## src/rtl/lcd_capture.sv

```systemverilog
// ----------------------------------------------------------------------------
// lcd_capture
//
// Receives the LCD pixel stream produced by video_controller and rebuilds each
// frame in a linear framebuffer. Four 2-bit pixels are packed into one byte.
// The first pixel of a group lands in bits [7:6]. Each completed byte is
// presented on a one-cycle write port. Line and frame geometry are checked,
// and good or bad frames are reported.
//
// Ports:
//   clock        system clock, all inputs synchronous to it
//   reset        synchronous active-high reset
//   capture_en   arms capture, sampled at each vsync rising edge
//   pixel_data   2-bit pixel shade, valid with pixel_latch
//   pixel_latch  one-cycle strobe per pixel
//   hsync        rising edge closes the current line
//   vsync        rising edge marks a frame boundary
//   fb_addr      framebuffer byte address
//   fb_data      packed byte
//   fb_we        one-cycle write strobe
//   frame_done   pulse: a frame with correct geometry completed
//   frame_err    pulse: a frame ended with bad geometry
//   line_err     sticky: a short or long line was seen since reset
//   frame_count  count of good frames, wraps 255 -> 0
//   busy         high while capturing
// ----------------------------------------------------------------------------
module lcd_capture #(
    parameter int H_PIXELS = 160,
    parameter int V_LINES  = 144,
    parameter int ADDR_W   = 13
) (
    input  logic              clock,
    input  logic              reset,
    input  logic              capture_en,
    input  logic [1:0]        pixel_data,
    input  logic              pixel_latch,
    input  logic              hsync,
    input  logic              vsync,
    output logic [ADDR_W-1:0] fb_addr,
    output logic [7:0]        fb_data,
    output logic              fb_we,
    output logic              frame_done,
    output logic              frame_err,
    output logic              line_err,
    output logic [7:0]        frame_count,
    output logic              busy
);

    localparam int XW = $clog2(H_PIXELS + 1);
    localparam int YW = $clog2(V_LINES + 2);

    localparam logic [XW-1:0]     LP_XMAX   = XW'(H_PIXELS);
    localparam logic [YW-1:0]     LP_YMAX   = YW'(V_LINES);
    localparam logic [YW-1:0]     LP_YSAT   = YW'(V_LINES + 1);
    localparam logic [ADDR_W-1:0] LP_STRIDE = ADDR_W'(H_PIXELS / 4);

    localparam logic [0:0] ST_IDLE    = 1'b0;
    localparam logic [0:0] ST_CAPTURE = 1'b1;

    logic [0:0]        r_state;
    logic              r_hsCur, r_hsPrev, r_vsCur, r_vsPrev;
    logic [XW-1:0]     r_x;
    logic [YW-1:0]     r_y;
    logic [5:0]        r_shift;
    logic [ADDR_W-1:0] r_lineBase;
    logic              r_badLine;
    logic [ADDR_W-1:0] r_fbAddr;
    logic [7:0]        r_fbData;
    logic              r_fbWe;
    logic              r_frameDone;
    logic              r_frameErr;
    logic              r_lineErr;
    logic [7:0]        r_frameCount;

    logic          w_hsEdge, w_vsEdge, w_capturing;
    logic          w_accept, w_long, w_groupFull;
    logic          w_lineEnd, w_short, w_flush;
    logic [XW-1:0] w_xNext;
    logic [5:0]    w_shiftNext;
    logic [7:0]    w_flushData;

    assign w_hsEdge    = r_hsCur & ~r_hsPrev;
    assign w_vsEdge    = r_vsCur & ~r_vsPrev;
    assign w_capturing = (r_state == ST_CAPTURE);

    // Per-cycle decisions. A pixel arriving with an hsync edge is folded in
    // first, so the line-end and flush logic see the post-pixel x and shift
    // values. A vsync edge blocks both the pixel and the line end.
    always_comb begin
        w_accept    = w_capturing && pixel_latch && !w_vsEdge &&
                      (r_y < LP_YMAX) && (r_x < LP_XMAX);
        w_long      = w_capturing && pixel_latch && !w_vsEdge &&
                      (r_y < LP_YMAX) && (r_x >= LP_XMAX);
        w_xNext     = w_accept ? (r_x + XW'(1)) : r_x;
        w_shiftNext = w_accept ? {r_shift[3:0], pixel_data} : r_shift;
        w_groupFull = w_accept && (r_x[1:0] == 2'd3);
        w_lineEnd   = w_capturing && w_hsEdge && !w_vsEdge;
        w_short     = w_lineEnd && (w_xNext < LP_XMAX);
        w_flush     = w_lineEnd && (w_xNext[1:0] != 2'd0);
        // A partial group is left-aligned; the missing low pixels read as 0.
        w_flushData = 8'h00;
        case (w_xNext[1:0])
            2'd1:    w_flushData = {w_shiftNext[1:0], 6'b0};
            2'd2:    w_flushData = {w_shiftNext[3:0], 4'b0};
            2'd3:    w_flushData = {w_shiftNext[5:0], 2'b0};
            default: w_flushData = 8'h00;
        endcase
    end

    // Main sequential block. It registers the sync inputs and the write port,
    // and it holds the line and frame bookkeeping. The vsync handling comes
    // last, so its clears win over anything the line logic did this cycle.
    always_ff @(posedge clock) begin
        if (reset) begin
            r_state      <= ST_IDLE;
            r_hsCur      <= 1'b0;
            r_hsPrev     <= 1'b0;
            r_vsCur      <= 1'b0;
            r_vsPrev     <= 1'b0;
            r_x          <= '0;
            r_y          <= '0;
            r_shift      <= '0;
            r_lineBase   <= '0;
            r_badLine    <= 1'b0;
            r_fbAddr     <= '0;
            r_fbData     <= '0;
            r_fbWe       <= 1'b0;
            r_frameDone  <= 1'b0;
            r_frameErr   <= 1'b0;
            r_lineErr    <= 1'b0;
            r_frameCount <= '0;
        end else begin
            r_hsCur     <= hsync;
            r_hsPrev    <= r_hsCur;
            r_vsCur     <= vsync;
            r_vsPrev    <= r_vsCur;
            r_fbWe      <= 1'b0;
            r_frameDone <= 1'b0;
            r_frameErr  <= 1'b0;

            // A full group uses the pre-increment x for its address. A flush
            // uses the post-pixel x, which still points into the partial group.
            if (w_groupFull) begin
                r_fbWe   <= 1'b1;
                r_fbAddr <= r_lineBase + ADDR_W'(r_x >> 2);
                r_fbData <= {r_shift, pixel_data};
            end else if (w_flush) begin
                r_fbWe   <= 1'b1;
                r_fbAddr <= r_lineBase + ADDR_W'(w_xNext >> 2);
                r_fbData <= w_flushData;
            end

            if (w_long || w_short) begin
                r_lineErr <= 1'b1;
                r_badLine <= 1'b1;
            end

            r_x     <= w_xNext;
            r_shift <= w_shiftNext;

            if (w_lineEnd) begin
                r_x <= '0;
                if (r_y < LP_YSAT) begin
                    r_y        <= r_y + YW'(1);
                    r_lineBase <= r_lineBase + LP_STRIDE;
                end
            end

            if (w_vsEdge) begin
                if (w_capturing) begin
                    if ((r_y == LP_YMAX) && !r_badLine) begin
                        r_frameDone  <= 1'b1;
                        r_frameCount <= r_frameCount + 8'd1;
                    end else begin
                        r_frameErr <= 1'b1;
                    end
                end
                r_x        <= '0;
                r_y        <= '0;
                r_shift    <= '0;
                r_lineBase <= '0;
                r_badLine  <= 1'b0;
                r_state    <= capture_en ? ST_CAPTURE : ST_IDLE;
            end
        end
    end

    assign fb_addr     = r_fbAddr;
    assign fb_data     = r_fbData;
    assign fb_we       = r_fbWe;
    assign frame_done  = r_frameDone;
    assign frame_err   = r_frameErr;
    assign line_err    = r_lineErr;
    assign frame_count = r_frameCount;
    assign busy        = w_capturing;

endmodule
```

## config.mk

```make
export PLATFORM = sky130hd
export DESIGN_NAME = lcd_capture
export DESIGN_NICKNAME = d
export VERILOG_FILES = /design/src/rtl/lcd_capture.sv
export SDC_FILE = /design/constraint.sdc
export NUM_CORES = 1
export LEC_CHECK = 0
export BUFFER_PORTS_ARGS = -buffer_cell sky130_fd_sc_hd__buf_2
export CORE_ASPECT_RATIO = 2
export CORE_MARGIN = 8
export CORE_UTILIZATION = 59
export CTS_BUF_LIST = sky130_fd_sc_hd__clkbuf_4
export CTS_CLUSTER_SIZE = 10
export DETAILED_ROUTE_END_ITERATION = 6
export PLACE_DENSITY = 0.88
export SYNTH_ARGS = -nofsm -noshare
export SYNTH_HDL_FRONTEND = slang
export SYNTH_SLANG_ARGS = --single-unit
```

## constraint.sdc

```tcl
create_clock -name clock -period 3.6 [get_ports clock]
set_input_delay 0.54 -clock clock [delete_from_list [all_inputs] [get_ports clock]]
set_output_delay 0.54 -clock clock [all_outputs]
set_load 0.01 [all_outputs]
```

== Yosys cells after proc, flatten, opt, wreduce, memory -nomap -nowiden ==
Cells that the tools add are included.

* Output and inout bits: 34
* Bits in registers: 74

* Bitwise operators: 6
* Add/sub/neg operators: 6
* Equal/unequal tests: 5
* Mux-type cells: 12
* Magnitude comparators: 5
* Reductions and logical operators: 21

{| class="wikitable"
|+ Operators by type and width
! kind !! count
|-
| $lt 8x8->1 const B || 4
|-
| $add 13x6->13 || 2
|-
| $mux 13 || 2
|-
| $add 8x1->8 const B || 3
|-
| $mux 8 || 3
|-
| $pmux 8 s3 || 1
|-
| $add 13x6->13 const B || 1
|-
| $logic_and 1x1->1 || 11
|-
| $eq 8x8->1 const B || 1
|-
| $ge 8x8->1 const B || 1
|-
| $eq 2x2->1 const B || 3
|-
| $mux 6 || 1
|-
| $reduce_or 3->1 || 2
|-
| $mux 1 || 5
|-
| $not 1->1 || 4
|-
| $reduce_bool 2->1 || 2
|-
| $reduce_and 3->1 || 1
|-
| $and 1x1->1 || 2
|-
| $eq 2x1->1 const B || 1
|-
| $logic_not 1->1 || 2
|-
| $reduce_and 2->1 || 1
|-
| $reduce_or 2->1 || 1
|-
| $logic_or 1x1->1 || 1
|}

== Depth between registers and ports, before layout ==
* Word-level depth: 11
* Depth in mapped cells: 14

== Least setup slack after synthesis ==
No wires, ideal clock.

* Path kind: reg2reg
* Start point: register r_y[4]
* End point: register r_fbAddr[9], in the netlist fb_addr[9]
* Stages on the path, launching flop included: 14
* Path slack: 0.788 ns
* Arrival: 2.673 ns
* Required time: 3.461 ns
* Clock period less this slack: 2.812 ns
* Cells stage by stage: dfxtp_1 -> o31a_1 -> nor3_1 -> nand3_1 -> nor2_1 -> xor2_1 -> ha_1 -> inv_1 -> fa_1 -> nor2b_1 -> o21ai_0 -> nor2_1 -> xnor2_1 -> a211oi_2

* Word-level cells in the longest chain between the ends: 7
* Elaborated cells between the ends (all ways): 11

{| class="wikitable"
|+ Ends and longest elaborated chain
! element !! line !! source
|-
| start: declaration || 63 || <nowiki>logic [YW-1:0] r_y;</nowiki>
|-
| start signal: assignment || 164 || <nowiki>r_y <= r_y + YW'(1);</nowiki>
|-
| $lt 8x8->1 * || 91 || <nowiki>(r_y < LP_YMAX) && (r_x < LP_XMAX);</nowiki>
|-
| $logic_and 1x1->1 * || 90 || <nowiki>w_accept = w_capturing && pixel_latch && !w_vsEdge &&</nowiki>
|-
| $logic_and 1x1->1 * || 91 ||
|-
| $mux 8 || 94 || <nowiki>w_xNext = w_accept ? (r_x + XW'(1)) : r_x;</nowiki>
|-
| $add 13x6->13 / $reduce_bool 2->1 (equally long branches) || 149, 99 ||
|-
| $mux 13 / $logic_and 1x1->1 (equally long branches) || 147, 99 ||
|-
| $mux 13 / $reduce_bool 2->1 (equally long branches) || n/a ||
|-
| end signal: assignment || 145 || <nowiki>r_fbAddr <= r_lineBase + ADDR_W'(r_x >> 2);</nowiki>
|-
| end signal: assignment || 149 || <nowiki>r_fbAddr <= r_lineBase + ADDR_W'(w_xNext >> 2);</nowiki>
|-
| end: declaration || 67 || <nowiki>logic [ADDR_W-1:0] r_fbAddr;</nowiki>
|}

Every way passes the cells marked *; elsewhere a longest branch is shown, timed or not. The select of a mux whose other input is x is not followed.
A chain may end at the register's enable or synchronous reset.

== Worst setup path after layout ==
Ends and elaborated chain as after synthesis.

==> metrics.cfg <==
[run_status]
status=completed

[synth]
synth_ff_type=dfxtp_1
synth_top_cell_area_share_pct=41.00
synth_area_mm2=0.003467
synthArstFlopShare_pct=0
synth_edf_count=0
synthCells=398
synth_warnings=0
synth_seq_cells=71
yosys.cell_count.top_type=dfxtp_1
synth_top_cells_by_area=dfxtp_1 (41%), xnor2_1 (5.8%), nor2_1 (5.7%)
synth_cell_types=55
synth.net_count=416
ys_top_cells_by_count=dfxtp_1 (71), nor2_1 (53), nand2_1 (35)
synth_area_leader_cell=dfxtp_1
yosysSeqAreaShare_pct=41.00
syn_area_per_cell_um2=8.711

[grt]
met1_usage_pct=17.70
use_met3_pct=4.226
grt.overflow.total=0
top_usage_layer=met2
grt_pass1_wl_um=13890
grtUsageTotal_pct=19.21
met2_usage_pct=35.86
grt_pass1_vias=3081
antenna_found_initial=0
grt_max_degree=37

[timing]
clock_skew_ns=0.01471
fin_crit_ns=3.045
period_share_pct=84.59
finalHoldViolCount=0
fmax_mhz=328.4
worst_pin_slew_ns=0.8073
drv_slew=0
holdWs_ns=0.3431
setup_viol=0
slew_headroom_pct=46.05
tns_ns=0
rsz0062_at_grt=false

[route]
vias_per_cell=6.066
ant_nets=0
wire_per_inst_um=16.72
dr_total_vias=3039
drt_iter0_drc=190
wirelength_um=8377
drt_pass1_iterations=4
drc_errors=0

[power]
p_leak_nw=1.449
seq_power_share_pct=62.8
p_per_area_mw_per_mm2=331.2
total_power_w=0.001263
switchingPower_w=0.0003030
switching_share_pct=23.98
internal_power_w=0.0009605
p_clk_share_pct=33.1
pwr-share-comb_pct=4.1
peakVddDrop_mv=0.3877

[die]
die_h_um=124.4
design.core.area_mm2=0.005709
ios=42
rows=39
die-area_mm2=0.008734
initial_core_util_pct=60.73
die_width_um=70.21

[min_path]
hp-class=input port to register
hold_depth=2

[cells_and_area]
layout.nets=454
diodes=0
final_area_mm2=0.003815
layout-drive-gt1-share_pct=16.59
nFillCells=487
final_util_pct=66.82
area_growth_pct=10.03

[worst_setup_path]
path_class=register to register
rr_worst_depth=14
path_max_fanout=7
slowest_stage=fa_1
path_cells=o31a_1 -> nor3_1 -> buf_4 -> nand3_1 -> nor2_1 -> xor2_1 -> ha_1 -> inv_1 -> fa_1 -> nor2b_1 -> o21ai_0 -> nor2_1 -> xnor2_1 -> a211oi_2
crit_required_ns=3.95
crit_top_cell=nor2_1
cp-end-kind=register
slowest_delay_ns=0.40
cp-start-kind=register
cp.arrival_ns=3.39

[place]
place_congestion=0.8894
placed_cell_area_mm2=0.003714
portBuffers=41
post-dp-hpwl_um=6216

[clock_network]
hold_buffers=0
cts_root_buf=clkbuf_4
h-tree-depth=3
cts_setup_buffers=0
cts.sinks=71
path_clk_slew_ns=0.10
cts_tree=done
cts_buffer_depth=2
post_cts_resized=0
insertion_delay_ns=0.43
cts_made_buffers=9

[run]
maxCapViolations=0

## path summary, 6_finish.rpt
path,startpoint,to,slack [ns]
worst max-delay path,r_y[4],fb_addr[9],0.55
worst min-delay path,vsync,r_vsCur,0.34
worst max register to register,r_y[4],fb_addr[9],0.55
worst min register to register,fb_data[1],fb_data[1],0.48
## state kept, by name, summed over array words and instances (netlist names)
name,count
busy,1
fb_addr,13
fb_data,8
fb_we,1
frame_count,8
frame_done,1
frame_err,1
line_err,1
r_badLine,1
r_hsCur,1
r_hsPrev,1
r_lineBase,10
r_shift,6
r_vsCur,1
r_vsPrev,1
r_x,8
r_y,8
## per-stage QoR
step | worst slack (ns) | std cells
global placement | 0.7289 | 486
detailed placement | 0.5750 | 486
floorplan | 0.7880 | 398
finish | 0.5546 | 501
global route | 0.2768 | 501
CTS | 0.5418 | 501
## layout make-up
| type | count | area, um2 | area share (%) |
|---|---|---|---|
| Clock buffer | 12 | 90.09 | 2.361 |
| Timing Repair Buffer | 48 | 257.7 | 6.756 |
| Clock inverter | 3 | 11.26 | 0.2952 |
| Multi-Input combinational cell | 291 | 1902 | 49.85 |
| Sequential cell | 71 | 1421 | 37.26 |
| Tap cell | 61 | 76.32 | 2.001 |
| Inverter | 15 | 56.30 | 1.476 |
## cell families after synthesis
kind of cell,share of synthesized area (%)
and+or+nand+nor,21.15
AOI/OAI and AO/OA,17.68
DFF,41.00
buffers and inverters,4.330
xor gates and xnor gates,7.326
muxes,4.691
adders and majority gates,3.825
## routing by layer
metal  share of wire [%]  vias up
met2                  56       75
li1                    -     1485
met5                   0        -
met1                  36     1448
met4                 4.7        0
met3                 3.8       31
## cells in the final DEF (no fill, tap or decap), types with 3 or more instances in the layout
cell type and instances:
a21o_1 5, ha_1 9, a21oi_1 19, nor3_1 5, o211ai_1 5, xor2_1 6, nand2b_1 6, nand3_1 16
nor2_1 53, a211oi_2 7, nor2b_1 7, clkbuf_4 12, mux2i_1 14, buf_2 41, a311oi_1 3, o21a_1 3
and3_1 3, a31oi_1 5, xnor2_1 23, nand4_1 5, or4_1 5, and4_1 3, inv_1 15, dfxtp_1 71
or3_1 3, clkinv_1 3, a211oi_1 6, buf_4 7, nand2_1 35, o31ai_1 3, o21ai_0 10
## power by group through the flow
stage | Clock [W] | Sequential [W] | Combinational [W]
after CTS | 0.000426 | 0.000793 | 0.0000518
after floorplan | 0 | 0.000810 | 0.0000334
after global routing | 0.000461 | 0.000794 | 0.0000564
final | 0.000419 | 0.000793 | 0.0000518
after detailed placement | 0 | 0.000811 | 0.0000517
after global placement | 0 | 0.000811 | 0.0000502
## worst max-delay path: cells and delay by family (launching register included)
family / cells / cell delay (ns)
simple gates: 5 / 0.76
compound gates: 3 / 0.73
xor+xnor: 2 / 0.27
buf+inv: 2 / 0.23
flops: 1 / 0.37
fa+ha+maj: 2 / 0.62
Note: power is estimated with default switching activity, not from simulation.
